`config.mk`:
```
export PLATFORM = sky130hd
export DESIGN_NAME = fnd_scan_display
export DESIGN_NICKNAME = d
export VERILOG_FILES = /design/src/rtl/fnd_pkg.sv /design/src/rtl/bin2bcd_seq.sv /design/src/rtl/fnd_scan_display.sv
export SDC_FILE = /design/constraint.sdc
export NUM_CORES = 1
export LEC_CHECK = 0
export ABC_CLOCK_PERIOD_IN_PS = 7100
export CAP_MARGIN = 0
export CORE_MARGIN = 1
export CORE_UTILIZATION = 50
export CTS_CLUSTER_DIAMETER = 30
export CTS_CLUSTER_SIZE = 14
export DETAILED_ROUTE_END_ITERATION = 7
export PLACE_DENSITY = 0.7
export SYNTH_ARGS = -nofsm -noshare
export SYNTH_HDL_FRONTEND = slang
export SYNTH_SLANG_ARGS = --single-unit
```
`constraint.sdc`:
```
create_clock -name clk -period 7.1 [get_ports clk]
set_input_delay 1.42 -clock clk [delete_from_list [all_inputs] [get_ports clk]]
set_output_delay 1.42 -clock clk [all_outputs]
set_load 0.03 [all_outputs]
```
`src/rtl/fnd_pkg.sv`:
```
`default_nettype none
// ============================================================================
// Module  : fnd_pkg
// Brief   : Shared types and constants for the 4-digit seven-segment display.
// Revision: 1.0 - initial release
// ============================================================================
package fnd_pkg;

  typedef enum logic [1:0] {
    IDLE  = 2'd0,
    CONV  = 2'd1,
    LATCH = 2'd2
  } conv_state_t;

  localparam int BCD_DIGITS  = 5;
  localparam int BIN_WIDTH   = 16;
  localparam int SHIFT_WIDTH = BIN_WIDTH + 4 * BCD_DIGITS;

  localparam logic [6:0] SEG_BLANK = 7'h7F;

  // Active-low gfedcba patterns, entry n is digit n.
  localparam logic [9:0][6:0] SEG_TABLE = {
    7'h10, 7'h00, 7'h78, 7'h02, 7'h12,
    7'h19, 7'h30, 7'h24, 7'h79, 7'h40
  };

  function automatic logic [6:0] seg_encode(input logic [3:0] digit);
    logic [6:0] pattern;
    pattern = SEG_BLANK;
    if (digit <= 4'd9) begin
      pattern = SEG_TABLE[digit];
    end
    return pattern;
  endfunction

endpackage
`default_nettype wire

```
`src/rtl/bin2bcd_seq.sv`:
```
`default_nettype none
// ============================================================================
// Module  : bin2bcd_seq
// Brief   : Sequential shift-add-3 binary-to-BCD converter, 18-cycle period.
// Revision: 1.0 - initial release
// ============================================================================
module bin2bcd_seq
  import fnd_pkg::*;
(
  input  logic        clk,
  input  logic        rst,
  input  logic [15:0] bin,
  output logic [19:0] bcd,
  output logic        busy,
  output logic        done
);

  conv_state_t state;
  conv_state_t state_nxt;

  logic [SHIFT_WIDTH-1:0] shreg;
  logic [SHIFT_WIDTH-1:0] shreg_nxt;
  logic [SHIFT_WIDTH-1:0] adjusted;
  logic [3:0]             bit_cnt;
  logic [3:0]             bit_cnt_nxt;
  logic                   busy_nxt;

  genvar gi;
  generate
    for (gi = 0; gi < BCD_DIGITS; gi++) begin : g_add3
      localparam int LSB = BIN_WIDTH + 4 * gi;
      assign adjusted[LSB +: 4] = (shreg[LSB +: 4] >= 4'd5) ?
                                  shreg[LSB +: 4] + 4'd3 : shreg[LSB +: 4];
    end
  endgenerate

  assign adjusted[BIN_WIDTH-1:0] = shreg[BIN_WIDTH-1:0];

  // BCD field is only meaningful while done is high (state LATCH).
  assign bcd  = shreg[SHIFT_WIDTH-1 -: 4*BCD_DIGITS];
  assign done = (state == LATCH);

  always_ff @(posedge clk) begin
    if (!rst) begin
      state <= IDLE;
    end else begin
      state <= state_nxt;
    end
  end

  always_ff @(posedge clk) begin
    if (!rst) begin
      shreg   <= '0;
      bit_cnt <= '0;
      busy    <= 1'b0;
    end else begin
      shreg   <= shreg_nxt;
      bit_cnt <= bit_cnt_nxt;
      busy    <= busy_nxt;
    end
  end

  always_comb begin
    state_nxt   = state;
    shreg_nxt   = shreg;
    bit_cnt_nxt = bit_cnt;
    busy_nxt    = busy;
    unique case (state)
      IDLE: begin
        shreg_nxt   = {{(4*BCD_DIGITS){1'b0}}, bin};
        bit_cnt_nxt = 4'd0;
        busy_nxt    = 1'b1;
        state_nxt   = CONV;
      end
      CONV: begin
        shreg_nxt   = {adjusted[SHIFT_WIDTH-2:0], 1'b0};
        bit_cnt_nxt = bit_cnt + 4'd1;
        if (bit_cnt == 4'd15) begin
          state_nxt = LATCH;
        end
      end
      LATCH: begin
        busy_nxt  = 1'b0;
        state_nxt = IDLE;
      end
      default: begin
        state_nxt = IDLE;
      end
    endcase
  end

endmodule
`default_nettype wire

```
`src/rtl/fnd_scan_display.sv`:
```
`default_nettype none
// ============================================================================
// Module  : fnd_scan_display
// Brief   : Decimal display of a 16-bit count on a multiplexed 4-digit display.
// Revision: 1.0 - initial release
// ============================================================================
module fnd_scan_display
  import fnd_pkg::*;
#(
  parameter int SCAN_DIV = 100000,
  parameter bit BLANK_LZ = 1'b1
)(
  input  logic        clk,
  input  logic        rst,
  input  logic [15:0] value,
  output logic [6:0]  seg,
  output logic        dp,
  output logic [3:0]  an,
  output logic        busy
);

  localparam int PW = $clog2(SCAN_DIV);

  logic [19:0]   conv_bcd;
  logic          conv_done;
  logic [15:0]   disp_bcd;
  logic          overflow;
  logic [PW-1:0] prescaler;
  logic [1:0]    digit_idx;
  logic [3:0]    lead_zero;
  logic [3:0]    digit_cur;
  logic          blank_cur;
  logic [6:0]    seg_nxt;
  logic [3:0]    an_nxt;
  logic          dp_nxt;

  bin2bcd_seq u_conv (
    .clk  (clk),
    .rst  (rst),
    .bin  (value),
    .bcd  (conv_bcd),
    .busy (busy),
    .done (conv_done)
  );

  // Display register only moves on a finished conversion, never mid-shift.
  always_ff @(posedge clk) begin
    if (!rst) begin
      disp_bcd <= '0;
      overflow <= 1'b0;
    end else if (conv_done) begin
      disp_bcd <= conv_bcd[15:0];
      overflow <= |conv_bcd[19:16];
    end
  end

  always_ff @(posedge clk) begin
    if (!rst) begin
      prescaler <= '0;
      digit_idx <= 2'd0;
    end else if (prescaler == PW'(SCAN_DIV - 1)) begin
      prescaler <= '0;
      digit_idx <= digit_idx + 2'd1;
    end else begin
      prescaler <= prescaler + PW'(1);
    end
  end

  always_comb begin
    lead_zero    = 4'b0000;
    lead_zero[3] = (disp_bcd[15:12] == 4'd0);
    lead_zero[2] = lead_zero[3] && (disp_bcd[11:8] == 4'd0);
    lead_zero[1] = lead_zero[2] && (disp_bcd[7:4] == 4'd0);
  end

  always_comb begin
    digit_cur = disp_bcd[{digit_idx, 2'b00} +: 4];
    blank_cur = BLANK_LZ && lead_zero[digit_idx];
    seg_nxt   = blank_cur ? SEG_BLANK : seg_encode(digit_cur);
    an_nxt    = ~(4'b0001 << digit_idx);
    dp_nxt    = ~(overflow && (digit_idx == 2'd0));
  end

  always_ff @(posedge clk) begin
    if (!rst) begin
      seg <= SEG_BLANK;
      an  <= 4'hF;
      dp  <= 1'b1;
    end else begin
      seg <= seg_nxt;
      an  <= an_nxt;
      dp  <= dp_nxt;
    end
  end

endmodule
`default_nettype wire
```
Word level (Yosys, flattened, before mapping)
Memories as Yosys holds them, arrays and structs flattened. A register that Yosys moved wholly into a read port is not among the register bits.
Index checks and enable logic that the tools add are counted.
- register bits: 84
- ROM bits: 112
- input bits: 18
- memories: 1
- memories (name ; depth ; bits a word ; rd ports ; clocked after Yosys merged registers in ; wr ports ; RTL line ; text):
    (name not given) ; 16 ; 7 ; 1 ; 1 ; 0 ; fnd_pkg.sv:31 ; pattern = SEG_TABLE[digit];
- add/subtract/negate cells: 8
- magnitude comparators: 7
- equality and inequality tests: 5
- shift operators: 2
- mux-type cells: 12
- bitwise operators: 4
- reductions and logical operators: 13
- operators with widths (operator ; number):
    36-bit one-hot mux with 2 select lines ; 1
    4-bit by 3-bit >= comparator with 1-bit output, second input constant ; 5
    17-bit by 1-bit adder with 17-bit output, second input constant ; 1
    17-bit equality test, second input constant ; 1
    4-bit by 2-bit adder with 4-bit output, second input constant ; 4
    4-bit 2-to-1 mux ; 4
    16-bit by 5-bit indexed part select with 4-bit output ; 1
    4-bit logical NOT ; 3
    4-bit one-hot mux with 2 select lines ; 1
    4-bit by 1-bit adder with 4-bit output, second input constant ; 1
    4-bit equality test, second input constant ; 1
    4-bit <= comparator, second input constant ; 1
    2-bit logical NOT ; 2
    4-bit inverter ; 1
    2-bit one-hot mux with 2 select lines ; 1
    2-bit nonzero test ; 2
    4-bit OR reduction ; 1
    1-bit by 2-bit left shift with 4-bit output, first input constant ; 1
    3-bit by 2-bit adder with 3-bit output, second input constant ; 1
    1-bit logical AND ; 3
    2-bit by 3-bit less-than comparator with 1-bit output, second input constant ; 1
    3-bit 2-to-1 mux ; 1
    1-bit inverter ; 3
    3-bit OR reduction ; 1
    9 further kinds ; 9

Logic depth before layout (Yosys ltp)
- depth in word-level cells: 6
- mapped depth: 8
- gate-level depth less buffers: 7

By module
From an unflattened synthesis, not the netlist that was laid out.
- cell total of the unflattened synthesis: 447
- area total of the unflattened synthesis: 4266.6 µm²
- modules (own cells, without submodules) (module ; times used ; cells each ; area each (µm²) ; sequential area each (µm²)):
    fnd_scan_display ; 1 ; 216 ; 2138.3 ; 960.9
    bin2bcd_seq ; 1 ; 231 ; 2128.3 ; 860.8

Worst setup path after synthesis
Ideal clock, no wire load.
- path kind: input -> register
- from: in rst
- to: reg u_conv.shreg[18]
- library setup time: 0.128 ns
- arrival: 2.267 ns
- required time: 6.972 ns
- path slack: 4.706 ns
- cell stages on the path: 5
- path through: inv_2 or3_1 clkbuf_1 clkbuf_1 o21ai_1
- RTL lines (what ; RTL line ; text):
    start, declared ; fnd_scan_display.sv:14 ; input logic rst,
    end signal, assigned ; bin2bcd_seq.sv:57 ; shreg <= shreg_nxt;
    end, declared ; bin2bcd_seq.sv:21 ; logic [SHIFT_WIDTH-1:0] shreg;

==> flow_summary.toml <==
[timing]
tightest_slew_ns = 1.06
number_of_pins_exceeding_their_max_slew_limit_in_the_final_report = 0
timing.setup.tns_ns = 0
clock_skew_ns = 0.0132
max_freq_mhz = 285
setup_repair_after_global_routing_missed_its_margin = "no"
finalSetupViolCount = 0
final_period_minus_worst_setup_slack_ns = 3.51
hold_viol = 0
slew_headroom_pct = 29.2
fin_crit_sh_pct = 49.5

[setup_path]
critical_path.startpoint = "rst"
crit_buf_inv = 2
critical-path-slowest-cell = "or3_1"
timing.critical_path.from_type = "input port"
cp_cell_sequence = "clkdlybuf4s50_1 -> inv_2 -> or3_1 -> o31ai_1 -> a32o_1"
critical_path.top_delay_family = "buffers and inverters"
regToRegEndpoint = "seg[4]"
kind_of_capture_point_of_the_worst_setup_path = "register"
worst_case_register_to_register_setup_slack_ns = 4.40
worstPathArrival_ns = 3.80
worst-endpoint-required_ns = 7.39
cp_depth = 5
crit_path_max_fanout = 43
timing.rr.start = "digit_idx[0]"
reg2reg_depth = 7
critical_path.endpoint = "u_conv.shreg[23]"
max_stage_delay_ns = 0.73
criticalPathCategory = "input port to register"

[clock_tree]
postCtsSetupRepairBufs = 0
clock_path_buffers = 2
tritoncts.num_buffers = 9
cts.sinks = 91
cts-htree-levels = 3
root_buf_cell = "clkbuf_8"
cts_hold_repair.buffers = 0
worst_skew_pair.late_latency_ns = 0.36
cts_tree = "done"
clk_pin_slew_ns = 0.09
postCtsResizedCells = 0

[global_routing]
globalRouteOverflowTotal = 0
grt_first_pass_wirelength_um = 13400
grt_pass1_vias = 3019
antenna_violations_before_repair = 0
grt.total_usage_pct = 19.5
grt_start_max_net_pins = 46

[synthesis]
mappedNetlistNets = 498
yosys_warnings = 0
mappedNetlistArea_um2 = 4120
post_synth_inst_count = 459
yosys_register_bits = 91
postSynthAreaPerCell_um2 = 8.97
synth.yosys.seq_area_share_pct = 44.2
synthDistinctLibCells = 48

[floorplanning]
floorplan.io_pins = 31
die_h_um = 92.8
die_area_um2 = 8600
die_width_um = 92.8
core_um2 = 7850
placementRows = 32
starting_density_pct = 52.5

[final_layout]
multi_input_comb_area_um2 = 2120
reg_area_um2 = 1820
final_nets = 517
antenna_cells = 0
final_cell_mix = "91 x dfxtp_1, 55 x nor2_1, 52 x nand2_1, 49 x a21oi_1, 30 x clkdlybuf4s50_1"
layout.cells.most_common = "dfxtp_1"
layout-area-overhead-vs-synth_pct = 12.4
fill_cells = 735
drive_above_1_share_pct = 6.21

[placement]
port_buffers = 30
gp_congestion = 0.795
post-dp-hpwl_um = 5450

[drt]
vias = 3195
wl_per_cell_um = 13.3
totalWireLength_um = 7790
post_drt_via_cell_ratio = 5.46
remaining_drc_errors = 0
first_iter_violations = 121
drtAntennaViolNets = 0
first_pass_iters = 4

[power]
p_clk_share_pct = 35.2
totalPowerFinal_mw = 0.893
power.combinational.fraction_pct = 5.6
power.net_switching_mw = 0.218
static_leakage_nw = 1.73
seqPwrFrac_pct = 59.1
worst_voltage_drop_across_the_vdd_grid_mv = 0.131
power_density_nw_per_um2 = 193
cell_internal_pwr_mw = 0.675
power.switching_fraction_pct = 24.5

[run_status]
outcome = "finished clean"

[min_path]
worst_hold_path_type = "register to register"

[run]
drv.max_cap_violation_count = 0
[logic make-up (layout without fill, tap and decap cells)]
| family | Yosys count | count (layout) | share of synthesized area, % |
|---|---|---|---|
| XOR/XNOR | 18 | 18 | 3.83 |
| AO/OA/AOI/OAI | 101 | 101 | 15.2 |
| AND/OR/NAND/NOR | 157 | 157 | 17.4 |
| buffers and inverters | 42 | 66 | 4.22 |
| flip-flops | 91 | 91 | 44.2 |
| adder cells (fa/ha/maj) | 21 | 21 | 6.38 |
| multiplexers | 29 | 29 | 8.78 |
[layout make-up]
| cell class | instances | area share [%] |
|---|---|---|
| clock buffers | 9 | 2.68 |
| clock inverters | 7 | 1.14 |
| inverters | 19 | 1.54 |
| multi-input cells | 326 | 45.9 |
| flip-flops and latches | 91 | 39.4 |
| well taps | 102 | 2.76 |
| repair buffers | 31 | 6.65 |
[metrics by stage]
stage | cells | hold WS, ns | utilization (%) | instance area [um2] | setup WS, ns
6_report | 585 | 0.429 | 59.0 | 4630 | 3.59
5_1_grt | 585 | 0.445 | 59.0 | 4630 | 3.37
4_1_cts | 585 | 0.428 | 59.0 | 4630 | 3.59
3_5_place_dp | 569 | 0.403 | 56.7 | 4450 | 3.22
3_3_place_gp | 569 | 0.395 | 56.7 | 4450 | 3.34
2_1_floorplan | 459 | 0.365 | - | 4120 | 4.71
[Yosys cell counts, drive strengths merged]
master   number  area, um2
a21oi        49        245
a22o          2       17.5
a22oi         4       30.0
a31oi         1       21.3
a32o          5       50.1
and2          2       12.5
and3          2       12.5
and4          2       17.5
and4b         1       10.0
buf           7       42.5
clkbuf       16       60.1
dfxtp        91       1820
ha           21        263
inv          19       71.3
mux2          8       93.8
mux2i        17        170
mux4          4       97.6
nand2        52        195
nand2b        6       37.5
nand3        10       55.1
nand4         5       31.3
nor2         55        206
nor2b         1       6.26
nor3          6       30.0
nor3b         1       7.51
nor4          2       12.5
o2111ai       1       8.76
o211ai        4       30.0
o21a          2       15.0
o21ai        17       88.8
o22ai         5       31.3
o31ai         7       52.6
o32ai         4       35.0
or3           8       50.1
or4           4       30.0
xnor2         6       52.6
xor2         12        105
[worst reg2reg max path: stages, from the launching register on]
cell and delay [ns]:
dfxtp_1 0.62, mux4_1 0.71, inv_1 0.12, ha_1 0.20, nor2_1 0.06, or3_1 0.40, a31oi_4 0.29, o2111ai_1 0.14
[registers in the layout (all words and copies together) (netlist names)]
name / count
u_conv.shreg: 36
prescaler: 17
disp_bcd: 16
seg: 7
an: 4
u_conv.bit_cnt: 4
digit_idx: 2
u_conv.state: 2
dp: 1
overflow: 1
u_conv.busy: 1
[worst min path at each step]
| stage | slack, ns | end | depth (start not counted) | from |
|---|---|---|---|---|
| detailed placement | 0.40 | dp | 1 | overflow |
| floorplan | 0.36 | dp | 1 | overflow |
| finish | 0.43 | dp | 1 | overflow |
| CTS | 0.43 | dp | 1 | overflow |
| global route | 0.44 | dp | 1 | overflow |
| global placement | 0.39 | dp | 1 | overflow |
[metal layers]
layer / global-route usage [%] / wire length [um] / up-vias / share of wire (%)
met5: 0 / 0 / - / 0
met4: 5.51 / 80 / 0 / 1.0
met3: 4.76 / 226 / 8 / 2.9
met2: 33.7 / 3810 / 41 / 49
met1: 24.0 / 3680 / 1504 / 47
li1: - / - / 1642 / -
[power groups by stage]
stage,clock (mW),sequential (mW),combinational (mW)
floorplan,0,0.542,0.0293
global placement,0,0.540,0.0498
detailed placement,0,0.540,0.0511
CTS,0.324,0.528,0.0512
global route,0.342,0.530,0.0568
finish,0.315,0.528,0.0504
Power figures use the tool's default switching activity.
